## config.mk

```make
export PLATFORM = sky130hd
export DESIGN_NAME = sram_fifo_ctrl
export DESIGN_NICKNAME = d
export VERILOG_FILES = /design/src/rtl/sram_fifo_ctrl.sv
export SDC_FILE = /design/constraint.sdc
export NUM_CORES = 1
export LEC_CHECK = 0
export CAP_MARGIN = 20
export CORE_ASPECT_RATIO = 0.8
export CORE_MARGIN = 2
export CORE_UTILIZATION = 42
export CTS_CLUSTER_DIAMETER = 50
export DETAILED_ROUTE_END_ITERATION = 12
export PLACE_DENSITY = 0.82
export SYNTH_ARGS = -nofsm -noshare
export SYNTH_HDL_FRONTEND = slang
export SYNTH_SLANG_ARGS = --single-unit
```

## constraint.sdc

```tcl
create_clock -name i_clk -period 4.3 [get_ports i_clk]
set_input_delay 0.43 -clock i_clk [delete_from_list [all_inputs] [get_ports i_clk]]
set_output_delay 0.43 -clock i_clk [all_outputs]
set_load 0.005 [all_outputs]
```

## src/rtl/sram_fifo_ctrl.sv

```systemverilog
// sram_fifo_ctrl: single-clock FIFO controller in front of a simple dual-port SRAM
// with asynchronous read. Owns the write/read pointers, level tracking and a
// registered output stage so the consumer always sees registered data.
module sram_fifo_ctrl #(
    parameter int unsigned FIFO_WIDTH  = 29,
    parameter int unsigned FIFO_DEPTH  = 128,
    parameter int unsigned ADDR_WIDTH  = 7,
    parameter int unsigned AFULL_LEVEL = 120
) (
    input  logic                  i_clk,
    input  logic                  i_rst_n,
    input  logic                  i_clr,
    // Upstream producer
    input  logic                  i_in_valid,
    input  logic [FIFO_WIDTH-1:0] i_in_data,
    output logic                  o_in_ready,
    // Downstream consumer
    output logic                  o_out_valid,
    output logic [FIFO_WIDTH-1:0] o_out_data,
    input  logic                  i_out_ready,
    // Status
    output logic [ADDR_WIDTH:0]   o_level,
    output logic                  o_almost_full,
    // SRAM write port
    output logic                  o_sram_w_ena,
    output logic [ADDR_WIDTH-1:0] o_sram_w_addr,
    output logic [FIFO_WIDTH-1:0] o_sram_w_data,
    // SRAM read port (combinational read data)
    output logic                  o_sram_r_ena,
    output logic [ADDR_WIDTH-1:0] o_sram_r_addr,
    input  logic [FIFO_WIDTH-1:0] i_sram_r_data
);

    localparam int unsigned PtrW = ADDR_WIDTH + 1;

    logic [PtrW-1:0]       r_wr_ptr;
    logic [PtrW-1:0]       r_rd_ptr;
    logic                  r_out_valid;
    logic [FIFO_WIDTH-1:0] r_out_data;

    logic [PtrW-1:0]       w_mem_cnt;
    logic                  w_mem_empty;
    logic                  w_mem_full;
    logic                  w_push;
    logic                  w_load;
    logic [PtrW-1:0]       w_level;

    // Pointer arithmetic, handshake qualifiers and status, all from registers/inputs.
    always_comb begin
        w_mem_cnt   = r_wr_ptr - r_rd_ptr;
        w_mem_empty = (r_wr_ptr == r_rd_ptr);
        // Count can only range 0..FIFO_DEPTH, so this matches the wrap-bit full test.
        w_mem_full  = (w_mem_cnt == PtrW'(FIFO_DEPTH));
        // Emptiness is judged before this cycle's push, so a word written at an
        // edge is never read through the same address in that cycle.
        w_push      = i_in_valid & ~w_mem_full & ~i_clr;
        w_load      = ~w_mem_empty & (~r_out_valid | i_out_ready) & ~i_clr;
        w_level     = w_mem_cnt + PtrW'(r_out_valid);
    end

    // Drive the SRAM ports and the upstream/downstream interfaces.
    always_comb begin
        o_in_ready    = ~w_mem_full;
        o_sram_w_ena  = w_push;
        o_sram_w_addr = r_wr_ptr[ADDR_WIDTH-1:0];
        o_sram_w_data = i_in_data;
        o_sram_r_ena  = w_load;
        o_sram_r_addr = r_rd_ptr[ADDR_WIDTH-1:0];
        o_out_valid   = r_out_valid;
        o_out_data    = r_out_data;
        o_level       = w_level;
        o_almost_full = (32'(w_level) >= AFULL_LEVEL);
    end

    // Pointer and output-stage state; clr flushes everything but leaves out_data alone.
    always_ff @(posedge i_clk or negedge i_rst_n) begin
        if (!i_rst_n) begin
            r_wr_ptr    <= '0;
            r_rd_ptr    <= '0;
            r_out_valid <= 1'b0;
            r_out_data  <= '0;
        end else if (i_clr) begin
            r_wr_ptr    <= '0;
            r_rd_ptr    <= '0;
            r_out_valid <= 1'b0;
        end else begin
            if (w_push) begin
                r_wr_ptr <= r_wr_ptr + 1'b1;
            end
            if (w_load) begin
                r_rd_ptr    <= r_rd_ptr + 1'b1;
                r_out_data  <= i_sram_r_data;
                r_out_valid <= 1'b1;
            end else if (r_out_valid && i_out_ready) begin
                r_out_valid <= 1'b0;
            end
        end
    end

endmodule

```

* Yosys cells after proc, flatten, opt, wreduce, memory -nomap -nowiden *
Cells that the tools add are included.
W data, S select, Z words.

word-level totals
  register bits after elaboration = 46
  latch bits = 0
  memory bits (writable) = 0
  bits in read-only memories = 0
  input port bits = 63
  output and inout bits = 85
  word-level logic and storage cells = 32
  memories = 0

operators by class
  add/sub/neg operators = 4
  multipliers = 0
  div/mod/pow operators = 0
  order comparisons = 1
  eq/ne operators = 2
  shifts and indexed selects = 0
  mux-type cells = 7
  bitwise logic cells = 9
  reduce and logical (&&, ||, !) cells = 5

operators with widths
  kind                   number
  $mux W8                4
  $add A8 B1 Y8 const B  2
  $add A8 B1 Y8          1
  $eq A8 B8 Y1           1
  $eq A8 B8 Y1 const B   1
  $ge A8 B7 Y1 const B   1
  $sub A8 B8 Y8          1
  $and A1 B1 Y1          4
  $not A1 Y1             4
  $reduce_bool A2 Y1     2
  $mux W1                3
  $reduce_bool A3 Y1     1
  $reduce_and A2 Y1      1
  $logic_and A1 B1 Y1    1
  $or A1 B1 Y1           1

* Logic depth before layout (Yosys ltp) *
Gate-level depths: netlist of the first run.

  depth in word-level cells = 7
  mapped depth = 13
  gate-level depth less buffers = 11

* Worst setup path before layout of the first run *
Ideal clock, no wire load.

  path kind = register to output
  start point = register r_wr_ptr[0]
  end point = output port o_sram_w_ena
  arrival = 2.357 ns
  data required time = 3.870 ns
  slack = 1.513 ns
  cell stages (with the launch flop) = 13
  path buffers = 2
  cells stage by stage = dfrtp_1 inv_1 ha_1 inv_1 fa_1 a211oi_2 o21bai_1 a21oi_1 xor2_1 and4_1 buf_6 buf_2 nor3_1

on the way
  cells in the longest elaborated chain, start to end = 5

ends and longest elaborated chain
  element                      RTL line  source
  start, declared              36        logic [PtrW-1:0] r_wr_ptr;
  start signal, assigned       88        r_wr_ptr <= r_wr_ptr + 1'b1;
  $sub A8 B8 Y8                50        w_mem_cnt = r_wr_ptr - r_rd_ptr;
  $eq A8 B8 Y1                 53        w_mem_full = (w_mem_cnt == PtrW'(FIFO_DEPTH));
  $not A1 Y1                   56        w_push = i_in_valid & ~w_mem_full & ~i_clr;
  $and A1 B1 Y1 (2 in series)  56
  end, declared                25        output logic o_sram_w_ena,

No other way between the ends.

* Worst setup path after layout of the first run *
  start point = register r_wr_ptr[0]
  end point = output port o_in_ready

on the way
  cells in the longest elaborated chain, start to end = 3

ends and longest elaborated chain
  element        RTL line  source
  $sub A8 B8 Y8  50
  $eq A8 B8 Y1   53
  $not A1 Y1     63        o_in_ready = ~w_mem_full;
  end, declared  16        output logic o_in_ready,

No other way between the ends.

==> results of run 1 <==
-- final cells by class --
class	count	area (um2)	share of cell area, %
Timing Repair Buffer	92	920.9	26.52
Clock inverter	2	13.76	0.3964
Tap cell	84	105.1	3.027
Clock buffer	6	72.57	2.090
Sequential cell	46	1151	33.15
Multi-Input combinational cell	146	1164	33.51
Inverter	12	45.04	1.297
-- registers in the layout, indices dropped and copies added, names as in the netlist --
signal       cells
o_out_data      29
o_out_valid      1
r_rd_ptr         8
r_wr_ptr         8
-- routing by layer --
metal / part of all wire, % / vias up
li1: - / 927
met3: 7.5 / 6
met2: 46 / 68
met1: 46 / 914
met4: 0.55 / 0
met5: 0 / -
-- cells by family after synthesis --
logic type | after synthesis | synth area share (%)
compound gates | 28 | 6.342
xor+xnor | 19 | 6.388
fa+ha+maj | 12 | 5.790
flops | 46 | 42.28
mux | 31 | 12.78
buf+inv | 63 | 15.07
simple gates | 56 | 11.35
-- worst max-delay path by stage --
stage / start / endpoint / slack, ps / cells after the start
finish: r_wr_ptr[0] / o_in_ready / 500 / 11
CTS: r_wr_ptr[0] / o_in_ready / 490 / 11
global placement: r_wr_ptr[0] / o_in_ready / 870 / 11
global route: r_wr_ptr[0] / o_in_ready / 210 / 11
detailed placement: r_wr_ptr[0] / o_in_ready / 840 / 11
floorplan: r_wr_ptr[0] / o_sram_w_ena / 1510 / 12
-- layout by cell type, fill, tap and decap left out, types with 7 or more instances in the layout --
| cell | synthesis | layout |
|---|---|---|
| mux2_2 | 16 | 16 |
| clkdlybuf4s50_1 | 0 | 88 |
| nor2_1 | 11 | 11 |
| a21oi_1 | 13 | 13 |
| nand3_1 | 7 | 7 |
| dfrtp_1 | 46 | 46 |
| mux2_1 | 14 | 14 |
| inv_1 | 12 | 12 |
| xor2_1 | 10 | 10 |
| xnor2_1 | 8 | 8 |
| ha_1 | 11 | 11 |
-- metrics by stage --
| stage | hold WS, ps | setup slack [ps] | total power [mW] | cell area (um2) | util, % |
|---|---|---|---|---|---|
| after floorplan | 134.4 | 1513 | 1.235 | 2723 | - |
| after global placement | 465.8 | 869.5 | 1.756 | 3366 | 53.06 |
| after detailed placement | 475.1 | 842.6 | 1.787 | 3366 | 53.06 |
| after CTS | 344.4 | 485.7 | 2.065 | 3452 | 54.42 |
| after global routing | 97.54 | 215.0 | 2.191 | 3472 | 54.73 |
| final | 68.39 | 495.9 | 2.030 | 3472 | 54.73 |
-- synthesized netlist by cell type, drive strengths merged, types with 2 or more instances --
master / number / share of area [%]
nand4: 4 / 0.92
o21ai: 7 / 1.3
and3: 2 / 0.46
nand3: 7 / 1.3
mux2: 30 / 12
nor3: 3 / 0.55
nor2b: 4 / 0.92
xor2: 11 / 3.8
nand3b: 2 / 0.55
a21oi: 14 / 2.7
ha: 11 / 5.1
clkbuf: 3 / 0.41
buf: 48 / 13
nor4: 3 / 0.69
nor2: 13 / 2.0
a211oi: 2 / 0.92
nand2b: 3 / 0.69
inv: 12 / 1.7
xnor2: 8 / 2.6
and4: 3 / 0.97
or3: 5 / 1.1
dfrtp: 46 / 42
nand2: 5 / 0.69
-- power by group through the flow --
stage	combinational, mW	sequential (mW)	clock (mW)
final	1.09	0.679	0.261
after global routing	1.19	0.705	0.294
after CTS	1.10	0.683	0.278
after detailed placement	1.10	0.689	0
after global placement	1.08	0.676	0
after floorplan	0.543	0.691	0
==> flow_metrics.tcl, run 1 <==
set metrics [dict create \
    slew_headroom_pct 66.28 \
    synth_edf_count 0 \
    path_buf_inv 4 \
    comb_power_share_pct 53.7 \
    cts_hold_buf 0 \
    yosysWarningCount 0 \
    drive_gt1_share_pct 11.51 \
    p_clk_share_pct 12.9 \
    yosysSeqAreaShare_pct 42.28 \
    crit_path_end_kind "output pin" \
    pwr-share-seq_pct 33.5 \
    drt_iter0_drc 66 \
    vias 1915 \
    timing_worst_setup_path_type "reg2out" \
    postSynthAreaPerCell_um2 10.68 \
    wl_um 5647 \
    cp_common_cell "inv_1" \
    grt_busiest_layer "met2" \
    drv_cap 0 \
    cts_buffers 5 \
    switchingPower_mw 0.6469 \
    cts_tree "yes" \
    cts.sinks 46 \
    path_max_fanout 17 \
    fill_cells 580 \
    routedWlPerCell_um 14.55 \
    fin_cells 388 \
    grt_max_degree 47 \
    clk_path_buf_depth 2 \
    grt_pass1_vias 1864 \
    fin_nets 378 \
    syn_area_um2 2723 \
    tightest_slew_ps 504.8 \
    coreArea_um2 6344 \
    rr_startpoint "r_wr_ptr[0]" \
    dieArea_um2 7147 \
    p_sw_share_pct 31.87 \
    cpPeakStageDelay_ps 570 \
    via_per_inst 4.936 \
    synthArstFlopShare_pct 100.0 \
    syn2layout_area_growth_pct 27.53 \
    holdCritPathClass "in2async" \
    slew_violations 0 \
    diodes 0 \
    period_share_pct 88.47 \
    grtUsageMet3_pct 6.133 \
    min_period_ps 3804 \
    die_h_um 76.02 \
    grt_pass1_wl_um 9377 \
    grt_antenna_before_repair 0 \
    syn_inst 255 \
    antenna_left 0 \
    rows 26 \
    finClkSkew_ps 8.381 \
    synth-seq-cells 46 \
    r2r_slack_ps 1170 \
    post_cts_buffers 0 \
    htree_levels 2 \
    grtUsageTotal_pct 16.41 \
    dp.cells 379 \
    clock_latency_ps 290 \
    drc 0 \
    peakVddDrop_mv 0.2807 \
    syn_nets 330 \
    clk_pin_slew_ps 90 \
    yosysUniqueCellTypes 39 \
    ios 148 \
    dominantRegCellSynth "dfrtp_1" \
    critPathTopFamily "buffers and inverters" \
    crit_chain "inv_1 -> ha_1 -> inv_1 -> fa_1 -> a211oi_2 -> o21bai_1 -> a21oi_1 -> xor2_1 -> and4_1 -> inv_1 -> clkdlybuf4s50_1" \
    final_hold_viol_count 0 \
    cpMaxStageDelayCell "and4_1" \
    root_buffer "clkbuf_8" \
    leakage_nw 1.435 \
    dp_hpwl_um 4290 \
    io_buffers 89 \
    overflow 0 \
    die_w_um 94.02 \
    routabilityCongestion 0.9111 \
    internal-power_mw 1.383 \
    p_per_area_nw_per_um2 584.7 \
    r2r_cells 11 \
    required_ps 3870 \
    fmax_ghz 0.2629 \
    totalNegativeSetupSlack_ps 0 \
    use_met1_pct 23.17 \
    start_util_pct 42.92 \
    arrival_ps 3370 \
    rsz0062_at_grt "false" \
    ctsResizeCount 0 \
    outcome "finished, final reports clean" \
    start_kind "flip-flop" \
    gr-usage-met2_pct 24.57 \
    dr.pass1.iters 4 \
    r2r_end "r_wr_ptr[7]" \
    setup_viol 0 \
]
Note: power is estimated with default switching activity, not from simulation.
==> run 2, diff against run 1 <==
- ABC_CLOCK_PERIOD_IN_PS: unset -> 4300
==> results of run 2 <==
Same layout as run 1: the final DEF is identical, and so are final timing and power.
